### config.mk
export PLATFORM = sky130hd
export DESIGN_NAME = lead_one_scan
export DESIGN_NICKNAME = d
export VERILOG_FILES = /design/src/rtl/lead_one_scan.sv
export SDC_FILE = /design/constraint.sdc
export NUM_CORES = 1
export LEC_CHECK = 0
export ABC_AREA = 1
export BUFFER_PORTS_ARGS = -buffer_cell sky130_fd_sc_hd__buf_2
export CAP_MARGIN = 20
export CORE_MARGIN = 2
export CORE_UTILIZATION = 40
export CTS_BUF_LIST = sky130_fd_sc_hd__clkbuf_4 sky130_fd_sc_hd__clkbuf_8
export DETAILED_ROUTE_END_ITERATION = 16
export PLACE_DENSITY = 0.64
export SYNTH_ARGS = -nofsm -noshare
export SYNTH_HDL_FRONTEND = slang
export SYNTH_SLANG_ARGS = --single-unit
### constraint.sdc
create_clock -name clk -period 2.6 [get_ports clk]
set_input_delay 0 -clock clk [delete_from_list [all_inputs] [get_ports clk]]
set_output_delay 0 -clock clk [all_outputs]
set_load 0.02 [all_outputs]
### src/rtl/lead_one_scan.sv
// lead_one_scan: multi-cycle leading/trailing one finder.
// The operand is examined STEP bits per cycle, starting at the MSB
// (dir=1) or at the LSB (dir=0). The scan stops at the first chunk that
// contains a set bit and reports the absolute index of the highest or
// lowest set bit in that chunk.
// Optional feature: define LEAD_ONE_SCAN_NORM_EN to add the norm_out port.
// norm_out holds the operand shifted so that the found bit lands on the
// MSB (dir=1) or on the LSB (dir=0).
module lead_one_scan #(
  parameter int WIDTH = 16,
  parameter int STEP  = 4
) (
  input  logic                       clk,
  input  logic                       rst_n,
  input  logic                       start,
  input  logic [WIDTH-1:0]           din,
  input  logic                       dir,
  output logic                       busy,
  output logic                       done,
  output logic [$clog2(WIDTH)-1:0]   pos,
  output logic                       zero
`ifdef LEAD_ONE_SCAN_NORM_EN
  ,
  output logic [WIDTH-1:0]           norm_out
`endif
);

  localparam int NCHUNK = WIDTH / STEP;
  localparam int PW     = $clog2(WIDTH);
  localparam int KW     = (NCHUNK > 1) ? $clog2(NCHUNK) : 1;

  localparam logic [1:0] ST_IDLE = 2'd0;
  localparam logic [1:0] ST_SCAN = 2'd1;
  localparam logic [1:0] ST_DONE = 2'd2;

  logic [1:0]       state;
  logic [KW-1:0]    k;
  logic [WIDTH-1:0] data;
  logic             dir_r;

  logic [PW-1:0]    base_s;
  logic [STEP-1:0]  chunk_s;
  logic             hit_s;
  logic [PW-1:0]    idx_s;
  logic [PW-1:0]    hit_pos_s;
  logic             last_s;

  // Index of the highest set bit in a chunk. The last match in an upward
  // loop wins, so higher bits override lower ones.
  function automatic logic [PW-1:0] hi_index(input logic [STEP-1:0] c);
    logic [PW-1:0] r;
    r = {PW{1'b0}};
    for (int i = 0; i < STEP; i++) begin
      if (c[i]) begin
        r = PW'(i);
      end else begin
        r = r;
      end
    end
    return r;
  endfunction

  // Index of the lowest set bit in a chunk. The last match in a downward
  // loop wins, so lower bits override higher ones.
  function automatic logic [PW-1:0] lo_index(input logic [STEP-1:0] c);
    logic [PW-1:0] r;
    r = {PW{1'b0}};
    for (int i = STEP - 1; i >= 0; i--) begin
      if (c[i]) begin
        r = PW'(i);
      end else begin
        r = r;
      end
    end
    return r;
  endfunction

  // Select chunk k in scan order and locate its first set bit in scan order.
  always_comb begin
    if (dir_r) begin
      base_s = PW'(WIDTH - STEP * (int'(k) + 1));
    end else begin
      base_s = PW'(STEP * int'(k));
    end
    chunk_s = STEP'(data >> base_s);
    hit_s   = |chunk_s;
    if (dir_r) begin
      idx_s = hi_index(chunk_s);
    end else begin
      idx_s = lo_index(chunk_s);
    end
    hit_pos_s = base_s + idx_s;
    last_s    = (int'(k) == NCHUNK - 1);
  end

  // Control FSM: state, chunk counter, and registered busy/done flags.
  always_ff @(posedge clk) begin
    if (!rst_n) begin
      state <= ST_IDLE;
      k     <= {KW{1'b0}};
      busy  <= 1'b0;
      done  <= 1'b0;
    end else begin
      case (state)
        ST_IDLE: begin
          if (start) begin
            state <= ST_SCAN;
            k     <= {KW{1'b0}};
            busy  <= 1'b1;
          end else begin
            busy  <= 1'b0;
          end
          done <= 1'b0;
        end
        ST_SCAN: begin
          if (hit_s || last_s) begin
            state <= ST_DONE;
            done  <= 1'b1;
          end else begin
            k     <= k + KW'(1);
          end
        end
        ST_DONE: begin
          state <= ST_IDLE;
          busy  <= 1'b0;
          done  <= 1'b0;
        end
        default: begin
          state <= ST_IDLE;
          k     <= {KW{1'b0}};
          busy  <= 1'b0;
          done  <= 1'b0;
        end
      endcase
    end
  end

  // Capture the operand and direction when a request is accepted, so that
  // later changes on din/dir cannot disturb the scan in progress.
  always_ff @(posedge clk) begin
    if (!rst_n) begin
      data  <= {WIDTH{1'b0}};
      dir_r <= 1'b0;
    end else if (state == ST_IDLE && start) begin
      data  <= din;
      dir_r <= dir;
    end else begin
      data  <= data;
      dir_r <= dir_r;
    end
  end

  // Result registers. These are written only when the scan finishes and
  // hold their value through IDLE until the next result.
  always_ff @(posedge clk) begin
    if (!rst_n) begin
      pos  <= {PW{1'b0}};
      zero <= 1'b0;
    end else if (state == ST_SCAN && hit_s) begin
      pos  <= hit_pos_s;
      zero <= 1'b0;
    end else if (state == ST_SCAN && last_s) begin
      pos  <= {PW{1'b0}};
      zero <= 1'b1;
    end else begin
      pos  <= pos;
      zero <= zero;
    end
  end

`ifdef LEAD_ONE_SCAN_NORM_EN
  logic [WIDTH-1:0] norm_s;

  // Normalised operand: the found bit is moved to the MSB (dir=1) or to the LSB (dir=0).
  always_comb begin
    if (dir_r) begin
      norm_s = data << (PW'(WIDTH - 1) - hit_pos_s);
    end else begin
      norm_s = data >> hit_pos_s;
    end
  end

  // norm_out is registered on the same edge as pos; an all-zero operand yields 0.
  always_ff @(posedge clk) begin
    if (!rst_n) begin
      norm_out <= {WIDTH{1'b0}};
    end else if (state == ST_SCAN && hit_s) begin
      norm_out <= norm_s;
    end else if (state == ST_SCAN && last_s) begin
      norm_out <= {WIDTH{1'b0}};
    end else begin
      norm_out <= norm_out;
    end
  end
`endif

endmodule

==> flow_summary.toml, run 1 <==
[floorplan]
fp.dieW_um = 61.8
io_pins = 27
fp.dieH_um = 61.8
die_area_mm2 = 0.00382
coreArea_mm2 = 0.00310
start_util = 0.430
rows = 20

[power_and_ir_drop]
p_int_mw = 0.778
ir_drop_mv = 0.352
p_per_area_mw_per_mm2 = 760
switchingPower_mw = 0.524
seq_power_share = 0.418
p_leak_nw = 0.850
switching_share = 0.403
clkPwrFrac = 0.160
pwr-share-comb = 0.423

[yosys]
yosysUniqueCellTypes = 19
synth_area_per_cell_um2 = 6.54
yosysWarnings = 0
synthCells = 204
ys_ff_latch = 28
synth-seq-area-share = 0.420
synth_area_mm2 = 0.00134
synth_fp_nets = 225

[cts]
htree_num_levels = 1
post-cts-setup-buffer-count = 0
clock-sinks = 28
hold_buffers = 17
clkTransAtPathRegs_ns = 0.15
tritoncts = "built"
insertion_delay_ns = 0.32
cts.repair.resized = 0
cts_made_buffers = 3
clk_path_buf_depth = 2
clockRootBuffer = "clkbuf_4"

[drt]
drt_iter0_drc = 24
drc = 0
routed_wl_mm = 2.90
viasPerCell = 4.52
vias = 1314
wl_per_cell_um = 9.98
dr.pass1.iters = 4
final_antenna_net_count = 0

[timing]
fmax_mhz = 493
tightestPinTransition_ns = 0.657
fin_tns_setup_ns = 0
hold_viol_final = 0
finalCriticalPeriod_ns = 2.03
relSlewSlack = 0.561
rsz0062_at_grt = "no"
hold_slack_ns = 0.0388
skew_ns = 0.0119
report.final.slew_viol_count = 0
fin_crit_sh = 0.780
finalSetupViolCount = 0

[job]
maxCapViolCount = 0

[final_layout]
syn_to_final_growth_pct = 28.4
layout-drive-gt1-share = 0.194
instances_no_fill = 291
fin_nets = 269
n_antenna_cell = 0

[global_route]
grt.overflow.total = 0
grt_max_degree = 22
antenna_found_initial = 0
grt_usage = 0.178
grt_pass1_wl_mm = 5.11
grt_pass1_vias = 1263

[worst_setup_path]
cp-end-kind = "register"
criticalPathCategory = "reg2reg"
path_max_fanout = 6
crit_required_ns = 2.86
start_kind = "register"
cp_data_arrival_time_ns = 2.29

[status]
status = "completed"

[placement]
gp_congestion = 0.821
placed_cells = 270
hpwl_mm = 2.02
port_buffers = 26

[worst_hold_path]
hp-class = "in2reg"
-- layout by cell type (no fill, tap or decap), types with 2 or more instances in the layout --
cell           instances
nand2_1               61
nor2_1                40
dfxtp_1               28
buf_2                 26
o21ai_0               23
dlygate4sd3_1         17
inv_1                 14
a21oi_1                8
nand2_2                6
inv_2                  5
nand3_1                4
clkbuf_4               3
nand2_4                2
nor2_2                 2
-- per-layer routing --
metal / share of wire / vias to the layer above / track usage
met5: 0 / - / 0
met4: 0.010 / 0 / 0.0790
met3: 0.027 / 4 / 0.0331
met2: 0.45 / 19 / 0.296
met1: 0.51 / 568 / 0.226
li1: - / 723 / -
-- final cells by class --
cell class	count	area (um2)
clock buffer	4	36.3
fill	324	1390
inverter	19	71.3
multi-input combinational	152	683
sequential	28	561
tap	44	55.1
timing repair buffer	44	308
-- final timing paths --
path / startpoint / end / slack [ns] / depth (start not counted)
worst min register to register: pos[3] / pos[3] / 0.47 / 2
worst max-delay path: k[0] / pos[1] / 0.57 / 14
worst max register to register: k[0] / pos[1] / 0.57 / 14
worst min-delay path: rst_n / k[1] / 0.04 / 3
-- synthesized netlist by cell type --
master | count | area [um2]
a21oi_1 | 8 | 40.0
nand2_1 | 61 | 229
nor3_1 | 1 | 5.00
nor2_2 | 2 | 12.5
a211oi_1 | 1 | 7.51
clkbuf_1 | 4 | 15.0
nand2_2 | 6 | 37.5
nor2_1 | 40 | 150
inv_1 | 14 | 52.6
ha_1 | 1 | 12.5
clkbuf_2 | 1 | 5.00
o21ai_0 | 23 | 115
dfxtp_1 | 28 | 561
nand2_4 | 2 | 22.5
inv_2 | 5 | 18.8
o21ai_1 | 1 | 5.00
a21oi_4 | 1 | 16.3
nand3_2 | 1 | 10.0
nand3_1 | 4 | 20.0
-- through the flow --
step	util	setup slack (ns)	instance area (um2)	power (mW)
after detailed placement	0.486	0.600	1510	1.09
after floorplan	-	0.832	1340	0.965
after global placement	0.486	0.615	1510	1.09
after CTS	0.552	0.552	1710	1.32
final	0.552	0.572	1710	1.30
after global routing	0.552	0.303	1710	1.43
-- sequential cells by signal, indices dropped and copies added (netlist names) --
register and cells:
busy 1, data 16, dir_r 1, done 1
k 2, pos 4, state 2, zero 1
-- worst max-delay path, cell delays in order, from the launching register on --
cell	delay, ns
dfxtp_1	0.48
ha_1	0.28
inv_1	0.08
nand2_1	0.05
nand2_1	0.12
nand2_1	0.06
nand2_1	0.14
nand3_1	0.09
nand2_1	0.10
nand2_1	0.07
nor2_2	0.15
nand2_2	0.08
nand2_1	0.10
nand2_1	0.06
a21oi_1	0.11
-- cell families after synthesis --
kind of cell             after synthesis  synth area share
AND/OR/NAND/NOR                      117             0.365
AO/OA/AOI/OAI                         34             0.138
flip-flops                            28             0.420
buffers and inverters                 24            0.0684
adder cells (fa/ha/maj)                1           0.00937
-- power by group through the flow --
stage          registers [mW]  logic, mW  clock network, mW
6_report                0.544      0.550              0.208
5_1_grt                 0.553      0.640              0.240
4_1_cts                 0.544      0.558              0.216
3_5_place_dp            0.553      0.537                  0
3_3_place_gp            0.552      0.535                  0
2_1_floorplan           0.561      0.404                  0
No activity file was read; power rests on OpenSTA's default activity.
==> run 2, diff against run 1 <==
--- a/config.mk
+++ b/config.mk
@@ -12,7 +12,7 @@
 export CORE_UTILIZATION = 40
 export CTS_BUF_LIST = sky130_fd_sc_hd__clkbuf_4 sky130_fd_sc_hd__clkbuf_8
 export DETAILED_ROUTE_END_ITERATION = 16
-export PLACE_DENSITY = 0.64
+export PLACE_DENSITY = 0.67
 export SYNTH_ARGS = -nofsm -noshare
 export SYNTH_HDL_FRONTEND = slang
 export SYNTH_SLANG_ARGS = --single-unit
==> constraint.sdc (replaced) <==
create_clock -name clk -period 1.8 [get_ports clk]
set_input_delay 0 -clock clk [delete_from_list [all_inputs] [get_ports clk]]
set_output_delay 0 -clock clk [all_outputs]
set_load 0.02 [all_outputs]
==> flow_summary.toml, run 2 (synthesis gave the netlist of run 1 again) <==
[timing]
report.final.slew_viol_count = 0
fmax_mhz = 551
tightestPinTransition_ns = 0.614
finalSetupViolCount = 3
finalCriticalPeriod_ns = 1.81
relSlewSlack = 0.590
fin_crit_sh = 1.01
fin_ws_ns = -0.0134
rsz0062_at_grt = "yes"
hold_viol_final = 0
skew_ns = 0.00194
fin_tns_setup_ns = -0.0224
hold_slack_ns = 0.0354

[power_and_ir_drop]
seq_power_share = 0.319
fin_total_pwr_mw = 2.47
p_per_area_mw_per_mm2 = 1230
switchingPower_mw = 0.993
p_int_mw = 1.48
p_leak_nw = 0.964
pwr-share-comb = 0.512
ir_drop_mv = 0.636
clkPwrFrac = 0.169
switching_share = 0.402

[cts]
clock-sinks = 28
clkTransAtPathRegs_ns = 0.15
insertion_delay_ns = 0.33
clk_path_buf_depth = 2
htree_num_levels = 1
tritoncts = "built"
clockRootBuffer = "clkbuf_4"
cts_made_buffers = 3

[floorplan]
start_util = 0.430
fp.dieW_um = 61.8
rows = 20
die_area_mm2 = 0.00382
fp.dieH_um = 61.8
coreArea_mm2 = 0.00310
io_pins = 27

[final_layout]
final_common_cell = "nor2_1"
n_antenna_cell = 0
utilization = 0.645
top_register = "data"
largest_reg_flops = 16
largestRegisters = "data (16), pos (4)"
layout-drive-gt1-share = 0.367
mostFrequentLayoutCells = "nor2_1 (39), nand2_1 (38), buf_2 (26)"
syn_to_final_growth_pct = 50.0
fin_nets = 281

[global_route]
grt.overflow.total = 0
grt_pass1_vias = 1291
grt_usage = 0.190
antenna_found_initial = 0
grt_pass1_wl_mm = 5.58
grt_max_degree = 22

[status]
status = "finished with violations"
violations = "setup timing"

[drt]
dr.pass1.iters = 6
drc = 0
routed_wl_mm = 3.39
drt_iter0_drc = 67
final_antenna_net_count = 0
vias = 1426
wl_per_cell_um = 11.2
viasPerCell = 4.71

[worst_setup_path]
r2r_setup_slack_ns = -0.01
path_max_fanout = 6
criticalPathCategory = "reg2reg"
cp-startpoint = "k[0]"
cp-end-kind = "register"
crit_required_ns = 2.08
cp_data_arrival_time_ns = 2.09
ff2ff_path_depth = 13
critPathCapture = "pos[0]"
worst_r2r_endpoint = "pos[0]"
start_kind = "register"
worstReg2RegStart = "k[0]"

[placement]
port_buffers = 26
post-place-ws_ns = -0.0553
gp_congestion = 0.860
hpwl_mm = 2.04

[job]
maxCapViolCount = 0

[worst_hold_path]
hp-class = "in2reg"
[run 2: critical path: stages, from the launching register on]
cell and delay (ns):
dfxtp_2 0.37, ha_4 0.26, inv_2 0.04, nand2_2 0.06, nand2_4 0.07, a21oi_4 0.23
nand2_1 0.10, nand2_2 0.12, nor2_2 0.04, nand2_1 0.06, nand2_2 0.10, inv_4 0.11
nand3_1 0.09, a21oi_2 0.12
[run 2: per-layer routing]
metal / track usage / part of all wire / vias up
li1: - / - / 745
met1: 0.251 / 0.45 / 650
met2: 0.323 / 0.51 / 29
met3: 0.0476 / 0.033 / 2
met4: 0.0243 / 0.0032 / 0
met5: 0 / 0 / -
[run 2: power groups by stage]
stage	logic (mW)	clock network, mW	registers (mW)
floorplan	0.584	0	0.810
global placement	0.830	0	0.785
detailed placement	0.833	0	0.786
CTS	0.904	0.429	0.774
global route	1.40	0.451	0.803
finish	1.27	0.417	0.787
[run 2: worst min path at each step]
| stage | startpoint | endpoint | slack, ns | depth (start not counted) |
|---|---|---|---|---|
| after floorplan | din[14] | data[14] | 0.13 | 2 |
| after global placement | din[5] | data[5] | 0.22 | 3 |
| after detailed placement | din[7] | data[7] | 0.23 | 3 |
| after CTS | rst_n | k[1] | 0.03 | 3 |
| after global routing | rst_n | k[1] | 0.06 | 3 |
| final | rst_n | k[1] | 0.04 | 3 |
[run 2: through the flow]
stage,instances,instance area (um2)
4_1_cts,296,1780
6_report,303,2000
2_1_floorplan,204,1340
3_5_place_dp,275,1550
5_1_grt,303,2000
3_3_place_gp,275,1550
[run 2: final cells by class]
cell class | count | area [um2]
fillers | 299 | 1100
multi-input cells | 152 | 833
flip-flops and latches | 28 | 567
repair buffers | 56 | 418
inverters | 19 | 76.3
well taps | 44 | 55.1
clock inverters | 1 | 30.0
clock buffers | 3 | 22.5
[run 2: timing repair]
item                                    CTS  global route
cloned                                    0             0
hold buffers                             17             0
setup buffers                             0             7
pin swaps                                 3            27
gates resized for setup                   6            49
endpoints found under the hold margin    17             0
endpoints found under the setup margin    6             9
